## src/rtl/sr_ctrl_pkg.sv

```systemverilog
// Shared definitions for the SR latch bank controller: opcodes, FSM states
// and requester ids.
package sr_ctrl_pkg;

  localparam logic [1:0] OP_NOP = 2'b00;
  localparam logic [1:0] OP_SET = 2'b01;
  localparam logic [1:0] OP_CLR = 2'b10;
  localparam logic [1:0] OP_TGL = 2'b11;

  localparam logic REQ_A = 1'b0;
  localparam logic REQ_B = 1'b1;

  typedef enum logic [1:0] {
    IDLE  = 2'd0,
    PULSE = 2'd1,
    GAP   = 2'd2,
    DONE  = 2'd3
  } state_t;

endpackage

```

## src/rtl/sr_rr_arb2.sv

```systemverilog
// Two-requester round-robin arbiter. The grant is combinational from req.
// The priority pointer moves to the other requester whenever advance is high.
module sr_rr_arb2 (
  input  logic       clk,
  input  logic       rst,
  input  logic [1:0] req,
  input  logic       advance,
  output logic [1:0] gnt
);

  logic r_prio_b;

  always_comb begin
    gnt = 2'b00;
    case (req)
      2'b01:   gnt = 2'b01;
      2'b10:   gnt = 2'b10;
      2'b11:   gnt = r_prio_b ? 2'b10 : 2'b01;
      default: gnt = 2'b00;
    endcase
  end

  // After A is served, B holds priority, and the reverse.
  always_ff @(posedge clk) begin
    if (rst) begin
      r_prio_b <= 1'b0;
    end else if (advance && (gnt != 2'b00)) begin
      r_prio_b <= gnt[0];
    end
  end

endmodule

```

## src/rtl/sr_latch_bank_ctrl.sv

```systemverilog
// Sequences SET/CLEAR/TOGGLE pulses onto a NOR SR latch bank shared by two
// requesters. Optional readback check: SR_LATCH_BANK_CTRL_VERIFY_EN.
module sr_latch_bank_ctrl
  import sr_ctrl_pkg::*;
#(
  parameter int N_LATCH   = 8,
  parameter int IDX_W     = $clog2(N_LATCH),
  parameter int PULSE_CYC = 2,
  parameter int GAP_CYC   = 1
) (
  input  logic               clk,
  input  logic               rst,
  input  logic               a_valid,
  input  logic [1:0]         a_op,
  input  logic [IDX_W-1:0]   a_idx,
  output logic               a_ready,
  input  logic               b_valid,
  input  logic [1:0]         b_op,
  input  logic [IDX_W-1:0]   b_idx,
  output logic               b_ready,
  input  logic [N_LATCH-1:0] q_in,
  output logic [N_LATCH-1:0] s_out,
  output logic [N_LATCH-1:0] r_out,
  output logic               busy,
  output logic               done,
  output logic               done_id,
  output logic               err,
  output logic [1:0]         dbg_state
);

  state_t             r_state, w_state_nxt;
  logic [3:0]         r_cnt, w_cnt_nxt;
  logic [N_LATCH-1:0] r_s, r_r, w_s_nxt, w_r_nxt;
  logic               r_id, r_err;
  logic [1:0]         w_req, w_gnt;
  logic               w_idle, w_acc, w_sel_b;
  logic [1:0]         w_op;
  logic [IDX_W-1:0]   w_idx;
  logic [N_LATCH-1:0] w_oh;
  logic               w_in_range, w_active, w_do_set;

  assign w_idle = (r_state == IDLE);
  assign w_req  = {b_valid, a_valid} & {2{w_idle}};

  sr_rr_arb2 u_arb (
    .clk     (clk),
    .rst     (rst),
    .req     (w_req),
    .advance (w_acc),
    .gnt     (w_gnt)
  );

  // Handshake: a command transfers on a rising edge where x_valid && x_ready.
  // x_ready is combinational, only possible in IDLE, and never both at once;
  // requesters keep valid/op/idx stable until they see ready.
  assign a_ready = w_idle & a_valid & w_gnt[0];
  assign b_ready = w_idle & b_valid & w_gnt[1];
  assign w_acc   = a_ready | b_ready;
  assign w_sel_b = w_gnt[1];

  assign w_op       = w_sel_b ? b_op : a_op;
  assign w_idx      = w_sel_b ? b_idx : a_idx;
  assign w_in_range = 32'(w_idx) < 32'(N_LATCH);
  assign w_oh       = {{(N_LATCH-1){1'b0}}, 1'b1} << w_idx;
  assign w_active   = w_in_range && (w_op != OP_NOP);
  // TOGGLE is decided from the latch state seen at the accept edge.
  assign w_do_set   = (w_op == OP_SET) ||
                      ((w_op == OP_TGL) && !(|(q_in & w_oh)));

  always_comb begin
    w_state_nxt = r_state;
    w_cnt_nxt   = r_cnt;
    w_s_nxt     = '0;
    w_r_nxt     = '0;
    case (r_state)
      IDLE: begin
        if (w_acc) begin
          w_cnt_nxt = 4'd0;
          if (w_active) begin
            w_state_nxt = PULSE;
            w_s_nxt     = w_do_set ? w_oh : '0;
            w_r_nxt     = w_do_set ? '0 : w_oh;
          end else begin
            w_state_nxt = DONE;
          end
        end
      end
      PULSE: begin
        if (r_cnt == 4'(PULSE_CYC - 1)) begin
          w_state_nxt = GAP;
          w_cnt_nxt   = 4'd0;
        end else begin
          w_cnt_nxt = r_cnt + 4'd1;
          w_s_nxt   = r_s;
          w_r_nxt   = r_r;
        end
      end
      GAP: begin
        if (r_cnt == 4'(GAP_CYC - 1)) begin
          w_state_nxt = DONE;
          w_cnt_nxt   = 4'd0;
        end else begin
          w_cnt_nxt = r_cnt + 4'd1;
        end
      end
      DONE:    w_state_nxt = IDLE;
      default: w_state_nxt = IDLE;
    endcase
  end

`ifdef SR_LATCH_BANK_CTRL_VERIFY_EN
  logic [N_LATCH-1:0] r_oh;
  logic               r_set, r_act;

  always_ff @(posedge clk) begin
    if (rst) begin
      r_oh  <= '0;
      r_set <= 1'b0;
      r_act <= 1'b0;
    end else if (w_acc) begin
      r_oh  <= w_oh;
      r_set <= w_do_set;
      r_act <= w_active;
    end
  end
`endif

  always_ff @(posedge clk) begin
    if (rst) begin
      r_state <= IDLE;
      r_cnt   <= 4'd0;
      r_s     <= '0;
      r_r     <= '0;
      r_id    <= REQ_A;
      r_err   <= 1'b0;
    end else begin
      r_state <= w_state_nxt;
      r_cnt   <= w_cnt_nxt;
      r_s     <= w_s_nxt;
      r_r     <= w_r_nxt;
      if (w_acc) begin
        r_id <= w_sel_b ? REQ_B : REQ_A;
      end
      if (w_acc && (w_op != OP_NOP) && !w_in_range) begin
        r_err <= 1'b1;
      end
`ifdef SR_LATCH_BANK_CTRL_VERIFY_EN
      // Readback: the latch must now hold 1 after SET and 0 after CLEAR.
      if ((r_state == DONE) && r_act && (r_set != (|(q_in & r_oh)))) begin
        r_err <= 1'b1;
      end
`endif
    end
  end

  assign s_out     = r_s;
  assign r_out     = r_r;
  assign busy      = !w_idle;
  assign done      = (r_state == DONE);
  assign done_id   = done & r_id;
  assign err       = r_err;
  assign dbg_state = r_state;

endmodule

```

## config.mk

```make
export PLATFORM = sky130hd
export DESIGN_NAME = sr_latch_bank_ctrl
export DESIGN_NICKNAME = d
export VERILOG_FILES = /design/src/rtl/sr_ctrl_pkg.sv /design/src/rtl/sr_rr_arb2.sv /design/src/rtl/sr_latch_bank_ctrl.sv
export SDC_FILE = /design/constraint.sdc
export NUM_CORES = 1
export LEC_CHECK = 0
export ABC_AREA = 1
export CORE_MARGIN = 2
export CORE_UTILIZATION = 29
export DETAILED_ROUTE_END_ITERATION = 8
export PLACE_DENSITY = 0.55
export SYNTH_ARGS = -nofsm -noshare
export SYNTH_HDL_FRONTEND = slang
export SYNTH_SLANG_ARGS = --single-unit
```

## constraint.sdc

```tcl
create_clock -name clk -period 3.3 [get_ports clk]
set_clock_uncertainty 0.15 [all_clocks]
set_input_delay 0.99 -clock clk [delete_from_list [all_inputs] [get_ports clk]]
set_output_delay 0.99 -clock clk [all_outputs]
set_load 0.01 [all_outputs]
```

* Yosys cells after proc, flatten, opt, wreduce, memory -nomap -nowiden
Cells that the tools add are included.
Word-level totals: register bits 24
Cells by class: add/sub/neg operators 1, equality and inequality tests 12, shift-type cells 1, multiplexer cells 23, bitwise gates (word level) 8, reduce and logical (&&, ||, !) cells 13
Operators by type and width (count):
- $mux 8 | 7
- $pmux 8 s2 | 2
- $mux 2 | 6
- $mux 4 | 3
- $pmux 4 s3 | 1
- $eq 2x2->1 const B | 5
- $and 8x8->8 | 1
- $pmux 2 s4 | 1
- $reduce_or 8->1 | 1
- $shl 1x3->8 const A | 1
- $eq 2x1->1 const B | 3
- $pmux 2 s3 | 1
- $and 1x1->1 | 5
- $add 4x1->4 const B | 1
- $eq 4x1->1 const B | 1
- $logic_not 4->1 | 1
- $ne 2x2->1 const B | 2
- $reduce_bool 2->1 | 2
- $mux 3 | 1
- $reduce_and 3->1 | 1
- $reduce_bool 3->1 | 1
- $and 2x2->2 | 1
- $logic_and 1x1->1 | 2
- $logic_not 1->1 | 2
- other kinds (6) | 6

* Depth between registers and ports, before layout
Gate-level depths: netlist (run 1).
depth after elaboration 15, mapped depth 16, gate-level depth less buffers 16

* By module
From an unflattened synthesis (run 1), not the netlist that was laid out.
Second synthesis, totals: cells, all modules 227, area, all modules 1552.7 sq um
By module, submodules not included:
- sr_latch_bank_ctrl | instances 1, cells each 219, area an instance 1492.7 sq um, sequential area each 460.4 sq um
- sr_rr_arb2 | instances 1, cells each 8, area an instance 60.1 sq um, sequential area each 20.0 sq um

* Least setup slack after synthesis (run 1)
Ideal clock, no wire load.
kind input -> output, start point input a_valid, end point output b_ready, data arrival time 1.401 ns, data required time 2.160 ns, setup slack 0.759 ns, stages 3, buffers on the path 0, cells stage by stage nand2_2 o21ai_4 inv_1
Between the ends: word-level cells in the longest chain between the ends 4, elaborated cells on any way between the ends 6
RTL lines:
- start: declaration | line sr_latch_bank_ctrl.sv:13 | input logic a_valid,
- $and 2x2->2 (*) | line sr_latch_bank_ctrl.sv:43 | assign w_req = {b_valid, a_valid} & {2{w_idle}};
- $eq 2x2->1 or $eq 2x1->1 (tied branches) | line sr_rr_arb2.sv:15 | case (req)
- $pmux 2 s3 (*) | line sr_rr_arb2.sv:15
- $and 1x1->1 (*) | line sr_latch_bank_ctrl.sv:57 | assign b_ready = w_idle & b_valid & w_gnt[1];
- end: declaration | line sr_latch_bank_ctrl.sv:20 | output logic b_ready,
Mark *: on every way between the ends. The rest lies on a longest branch, timed or not.

* Worst setup path after layout (run 1)
start point input b_valid, end point output b_ready
Between the ends: word-level cells in the longest chain between the ends 4, elaborated cells on any way between the ends 7
RTL lines:
- start: declaration | line sr_latch_bank_ctrl.sv:17 | input logic b_valid,
- $and 2x2->2 | line sr_latch_bank_ctrl.sv:43
- $eq 2x2->1 or $eq 2x1->1 (tied branches) | line sr_rr_arb2.sv:15
- $pmux 2 s3 | line sr_rr_arb2.sv:15
- $and 1x1->1 (*) | line sr_latch_bank_ctrl.sv:57
Marks and branches as above.

==> results of run 1 <==
-- flip-flops by register name, indices dropped and copies added (netlist names) --
register        count
r_out               8
u_arb.r_prio_b      1
r_id                1
dbg_state           2
r_cnt               4
s_out               8
-- power groups by stage --
stage | Sequential, mW | Combinational (mW) | Clock, mW
2_1_floorplan | 0.359 | 0.462 | 0
3_3_place_gp | 0.355 | 0.699 | 0
3_5_place_dp | 0.354 | 0.702 | 0
4_1_cts | 0.347 | 0.700 | 0.208
5_1_grt | 0.352 | 0.789 | 0.216
6_report | 0.348 | 0.693 | 0.198
-- layout by cell type (no fill, tap or decap), drive strengths merged --
cell type      instances
nand2                 63
clkdlybuf4s50         42
nand3                 31
inv                   30
nor2                  28
dfxtp                 24
a21oi                 22
ha                     9
buf                    9
o21ai                  5
clkbuf                 4
nand4                  1
clkinv                 1
nor3b                  1
and3                   1
a211oi                 1
o31a                   1
a221oi                 1
nor3                   1
conb                   1
dlygate4sd2            1
clkdlybuf4s15          1
-- layout make-up --
class | count | area, sq um | share of cell area
well taps | 70 | 87.6 | 0.0405
repair buffers | 53 | 507 | 0.234
clock buffers | 4 | 55.1 | 0.0254
multi-input cells | 166 | 918 | 0.424
flip-flops and latches | 24 | 480 | 0.222
inverters | 31 | 116 | 0.0538
-- worst min path at each step --
stage | startpoint | end | slack (ns) | cells after the start
after global placement | r_out[4] | r_out[4] | 0.31 | 2
after detailed placement | r_out[4] | r_out[4] | 0.31 | 2
final | r_out[6] | r_out[6] | 0.32 | 2
after floorplan | r_cnt[3] | r_cnt[3] | 0.31 | 2
after CTS | r_out[4] | r_out[4] | 0.32 | 2
after global routing | r_out[1] | r_out[1] | 0.35 | 2
-- worst reg2reg max path: stages, from the launching register on --
cell     delay [ns]
dfxtp_1        0.42
inv_1          0.12
ha_1           0.27
nand2_1        0.10
inv_1          0.07
o21ai_4        0.06
buf_4          0.18
nand2_2        0.06
o21ai_2        0.08
buf_4          0.17
nor2_2         0.05
nand2_1        0.05
nand2_1        0.05
nor2_2         0.14
nand3_2        0.17
nand3_1        0.13
a21oi_1        0.07
-- timing repair --
action | 4_1_cts | 5_1_grt
gates resized for setup | 2 | 1
setup endpoints to repair | 2 | 1
hold buffers | 0 | 0
-- metal layers --
layer	global-route usage	up-vias	wire length, um
met5	0	-	0
met4	0.0161	0	19
met3	0.0282	2	143
met2	0.232	29	1710
met1	0.166	653	1870
li1	-	821	-
-- cells by family (layout without fill, tap and decap cells) --
group | Yosys count | count (layout)
adder cells (fa/ha/maj) | 9 | 9
AO/OA/AOI/OAI | 30 | 30
AND/OR/NAND/NOR | 126 | 126
flip-flops | 24 | 24
other | 1 | 1
buffers and inverters | 37 | 88
==> summary.md, run 1 <==
| Metric | Value |
|---|---|
| Status | completed |
| Synth Instances | 227 |
| Die ar. | 5960 sq um |
| Post-synthesis adder-cell area fraction | 0.0725 |
| Post-synth EDFFs | 0 |
| Largest net degree at the start of global routing | 21 |
| CTS Buf Count | 3 |
| Post-synth top flop | dfxtp_1 |
| Largest family of logic cells by synthesized area | simple AND/OR/NAND/NOR gates |
| Initial Utilization | 0.302 |
| Share of the synthesized area in the top cell type | 0.309 |
| Tcrit/Tclk final | 0.965 |
| Clk buf depth | 2 |
| Root buffer cell | clkbuf_8 |
| RSZ-0062 raised after global routing | no |
| CORE AREA | 5140 sq um |
| Port bufs | 44 |
| Warnings, synthesis | 0 |
| Int Power | 0.693 mW |
| Leakage | 0.898 nW |
| DRC | 0 |
| # rows | 26 |
| Startpoint Class | input port |
| Crit-path max FO | 3 |
| Vias in the first global route | 1533 |
| Nature of the critical path endpoint | output port |
| Diode count | 0 |
| Mux share of post-synthesis cell area | 0 |
| First-pass iteration count of the detailed router | 4 |
| Most area-consuming cells after synthesis | dfxtp_1 31%, nand2_1 14%, ha_1 7.3%, inv_1 7.3%, nand3_1 7.1% |
| Setup TNS | 0 ns |
| Remaining antenna violation count | 0 |
| Post-Route WL | 3750 um |
| Syn avg cell area | 6.84 sq um |
| Synth Cell Area | 1550 sq um |
| Fin crit period | 3.18 ns |
| Critical-path cell list | clkdlybuf4s50_1, nand2_1, inv_1, o21ai_4, inv_1, clkdlybuf4s15_1 |
| Async SR Flop Fraction | 0 |
| Cell accounting for the most synthesized area | dfxtp_1 |
| Start of the worst register-to-register path | dbg_state[0] |
| Power Total | between 1 and 1.5 mW |
| Net Sw Power | 0.547 mW |
| Worst Path Required | 2.16 ns |
| Seq pwr share | 0.281 |
| Max-slew violations | 0 |
| Overall Global Routing Usage | 0.131 |
| Post-Synth XOR/XNOR Area | 0 |
| DR vias | 1505 |
| FF+latch count, synth | 24 |
| R2R depth | 16 |
| Crit path DAT | 2.04 ns |
| Ports | 46 |
| Setup crit end | b_ready |
| # nets final | between 300 and 400 |
| CP top delay family | buffers and inverters |
| Worst relative slew slack | 0.665 |
| CP dominant cell by count | inv_1 |
| Non-filler cells, final | ~350 |
| Initial antenna violation count | 0 |
| Final Instance Area | 2160 sq um |
| Critical path class | in2out |
| Switching Share | 0.441 |
| Fmax | 314 MHz |
| Cell Pwr Density | 573 nW/um^2 |
| Slowest cell on the critical path | clkdlybuf4s50_1 |
| Final Setup Violations | 0 |
| Critical path depth | 6 |
| Largest stage delay on the critical path | 0.48 ns |
| Most numerous cell in the Yosys netlist | nand2_1 |
| Sequential-to-total area share from yosys stat | 0.309 |
| Combinational share of power | 0.559 |
| Synth cell count leaders | 57 x nand2_1, 30 x inv_1, 24 x dfxtp_1, 24 x nor2_1, 22 x nand3_1 |
| Fill count | 577 |
| Hold slack | between 0.3 and 0.4 ns |
| Share of layout cells above drive strength 1 | 0.151 |
| Grt ovf | 0 |
| Yosys cell types | 29 |
| Clock slew at reported path FFs | ~0.08 ns |
| Setup Slack @ Placement | -0.179 ns |
| WL per Instance | 10.8 um |
| Final WS setup | 0.116 ns |
| Clk pwr share | 0.160 |
| Dpl cells | 344 |
| Post-Syn Nets | between 200 and 300 |
| Via density | ~4.3 |
| Worst hold path class | reg2reg |
| Clk sinks | 24 |
| CP bufs+invs | 4 |
| Initial DRC Count | 55 |
| Setup crit start | b_valid |
| Post-CTS Setup Inserts | 0 |
| Worst-Skew Late Latency | between 0.2 and 0.3 ns |
| Post-synthesis compound-gate area fraction | 0.132 |
| Die Ht | around 77 um |
| H-tree levels | 1 |
| First-pass GRT wire length | roughly 6500 um |
| Max-cap violations | 0 |
| Cell Area, Placed | around 2100 sq um |
| P&R area growth vs syn | 39.4% |
| Fin util | 0.421 |
| Reg-to-reg critical path endpoint | r_out[1] |
| DP HPWL | approximately 3000 um |
| Final hold viol count | 0 |
| Slew of the pin with the lowest slew margin | 0.500 ns |
| Max VDD drop | 0.000317 V |
| Die width | 77.2 um |
| Synth Area in Simple Gates | 0.384 |
| Reg2Reg Setup Slack | 0.84 ns |
| CTS tree | built |
| GPL Wtd Cong | roughly 0.78 |
Power figures use the tool's default switching activity.
==> inputs of run 2 (changes only) <==
Settings changed: GPL_TIMING_DRIVEN set to 0, TNS_END_PERCENT set to 1.
==> summary.md, run 2 (same netlist as run 1, synthesis figures left out) <==
| Metric | Value |
|---|---|
| Via density | 4.44 |
| # nets final | 308 |
| Initial antenna violation count | 0 |
| Critical path class | in2out |
| DRC | 0 |
| Status | completed |
| Largest net degree at the start of global routing | 15 |
| Largest stage delay on the critical path | 0.49 ns |
| Hold slack | between 0.3 and 0.4 ns |
| Post-Route WL | 3760 um |
| Final WS setup | between 0.05 and 0.06 ns |
| Fin util | 0.419 |
| Most frequent cells in the layout | 57 x nand2_1, 42 x clkdlybuf4s50_1, 30 x inv_1 |
| Die Ht | ~77 um |
| Non-filler cells, final | 346 |
| Fin crit period | 3.24 ns |
| CTS tree | built |
| Root buffer cell | clkbuf_8 |
| WL per Instance | 10.9 um |
| Clk sinks | 24 |
| Setup TNS | 0 ns |
| Startpoint Class | input port |
| Start of the worst register-to-register path | dbg_state[0] |
| CTS Buf Count | 3 |
| First-pass iteration count of the detailed router | 4 |
| Initial DRC Count | 53 |
| Setup Slack @ Placement | -0.273 ns |
| CP dominant cell by count | inv_1 |
| Share of layout cells above drive strength 1 | 0.138 |
| CORE AREA | 5140 sq um |
| Final Instance Area | 2150 sq um |
| Leakage | 0.887 nW |
| Crit path DAT | 2.10 ns |
| Cell Pwr Density | 595 nW/um^2 |
| Crit-path max FO | 3 |
| RSZ-0062 raised after global routing | no |
| Max VDD drop | 0.000327 V |
| Worst relative slew slack | 0.590 |
| Setup crit start | b_valid |
| Max-cap violations | 0 |
| Nature of the critical path endpoint | output port |
| Diode count | 0 |
| Vias in the first global route | roughly 1.5k |
| Worst hold path class | reg2reg |
| Cell Area, Placed | 2080 sq um |
| Worst Path Required | 2.16 ns |
| Remaining antenna violation count | 0 |
| GPL Wtd Cong | 0.803 |
| Final Setup Violations | 0 |
| P&R area growth vs syn | 38.7% |
| Slowest cell on the critical path | clkdlybuf4s50_1 |
| Port bufs | 44 |
| Fmax | ~310 MHz |
| Reg2Reg Setup Slack | 0.84 ns |
| Worst-Skew Late Latency | approximately 0.27 ns |
| CP top delay family | buffers and inverters |
| Commonest non-fill, non-tap cell in the layout | nand2_1 |
| DP HPWL | 3000 um |
| Worst hold start | r_out[7] |
| Die width | 77.2 um |
| # rows | 26 |
| DR vias | 1535 |
| CP bufs+invs | 4 |
| Fill count | between 500 and 600 |
| Clk buf depth | 2 |
| H-tree levels | 1 |
| Final hold viol count | 0 |
| Initial Utilization | 0.302 |
| Power Total | 1.28 mW |
| Overall Global Routing Usage | 0.132 |
| Die ar. | 5960 sq um |
| Critical-path cell list | clkdlybuf4s50_1, nand2_1, inv_1, o21ai_4, inv_1, dlygate4sd2_1 |
| Ports | 46 |
| Grt ovf | 0 |
| Max-slew violations | 0 |
| Slew of the pin with the lowest slew margin | slightly above 0.6 ns |
| Clock slew at reported path FFs | 0.08 ns |
| First-pass GRT wire length | between 6000 and 7000 um |
| Dpl cells | 341 |
| Tcrit/Tclk final | 0.982 |
## run 2: final timing paths
check	endpoint	cells past startpoint
min reg2reg	r_out[7]	2
max reg2reg	r_out[0]	15
max	b_ready	6
min	r_out[7]	2
## run 2: cell type report
cell class              count  area (sq um)  area share
clock inverters             1          30.0      0.0139
repair buffers             45           442       0.205
well taps                  70          87.6      0.0407
plain buffers               6          37.5      0.0174
flip-flops and latches     24           480       0.223
multi-input cells         166           918       0.426
clock buffers               3          41.3      0.0192
inverters                  31           116      0.0540
## run 2: worst min-delay path, delay by kind of cell (launching register included)
family | cells | cell delay, ns
and+or+nand+nor | 1 | 0.06
AOI/OAI and AO/OA | 1 | 0.06
DFF | 1 | 0.32
## run 2: what timing repair did
action | in CTS | in global routing
pin swaps | 1 | 0
gates resized for setup | 2 | 2
endpoints found under the setup margin | 2 | 1
hold buffers | 0 | 0
hold endpoints to repair | 0 | 0
setup buffers | 1 | 0
## run 2: routing by layer
metal  routed length, um  global-route usage  part of all wire  vias up
li1                    -                   -                 -      818
met1                1850               0.165              0.49      684
met2                1730               0.235              0.46       28
met3                 160              0.0318             0.043        5
met4                  17              0.0161            0.0045        0
met5                   0                   0                 0        -
## run 2: report_power, final
group	switching (mW)	internal [mW]	leakage, nW
clock network	0.0971	0.162	0.0357
logic	0.427	0.248	0.657
registers	0.0261	0.320	0.194
total	0.550	0.730	0.887
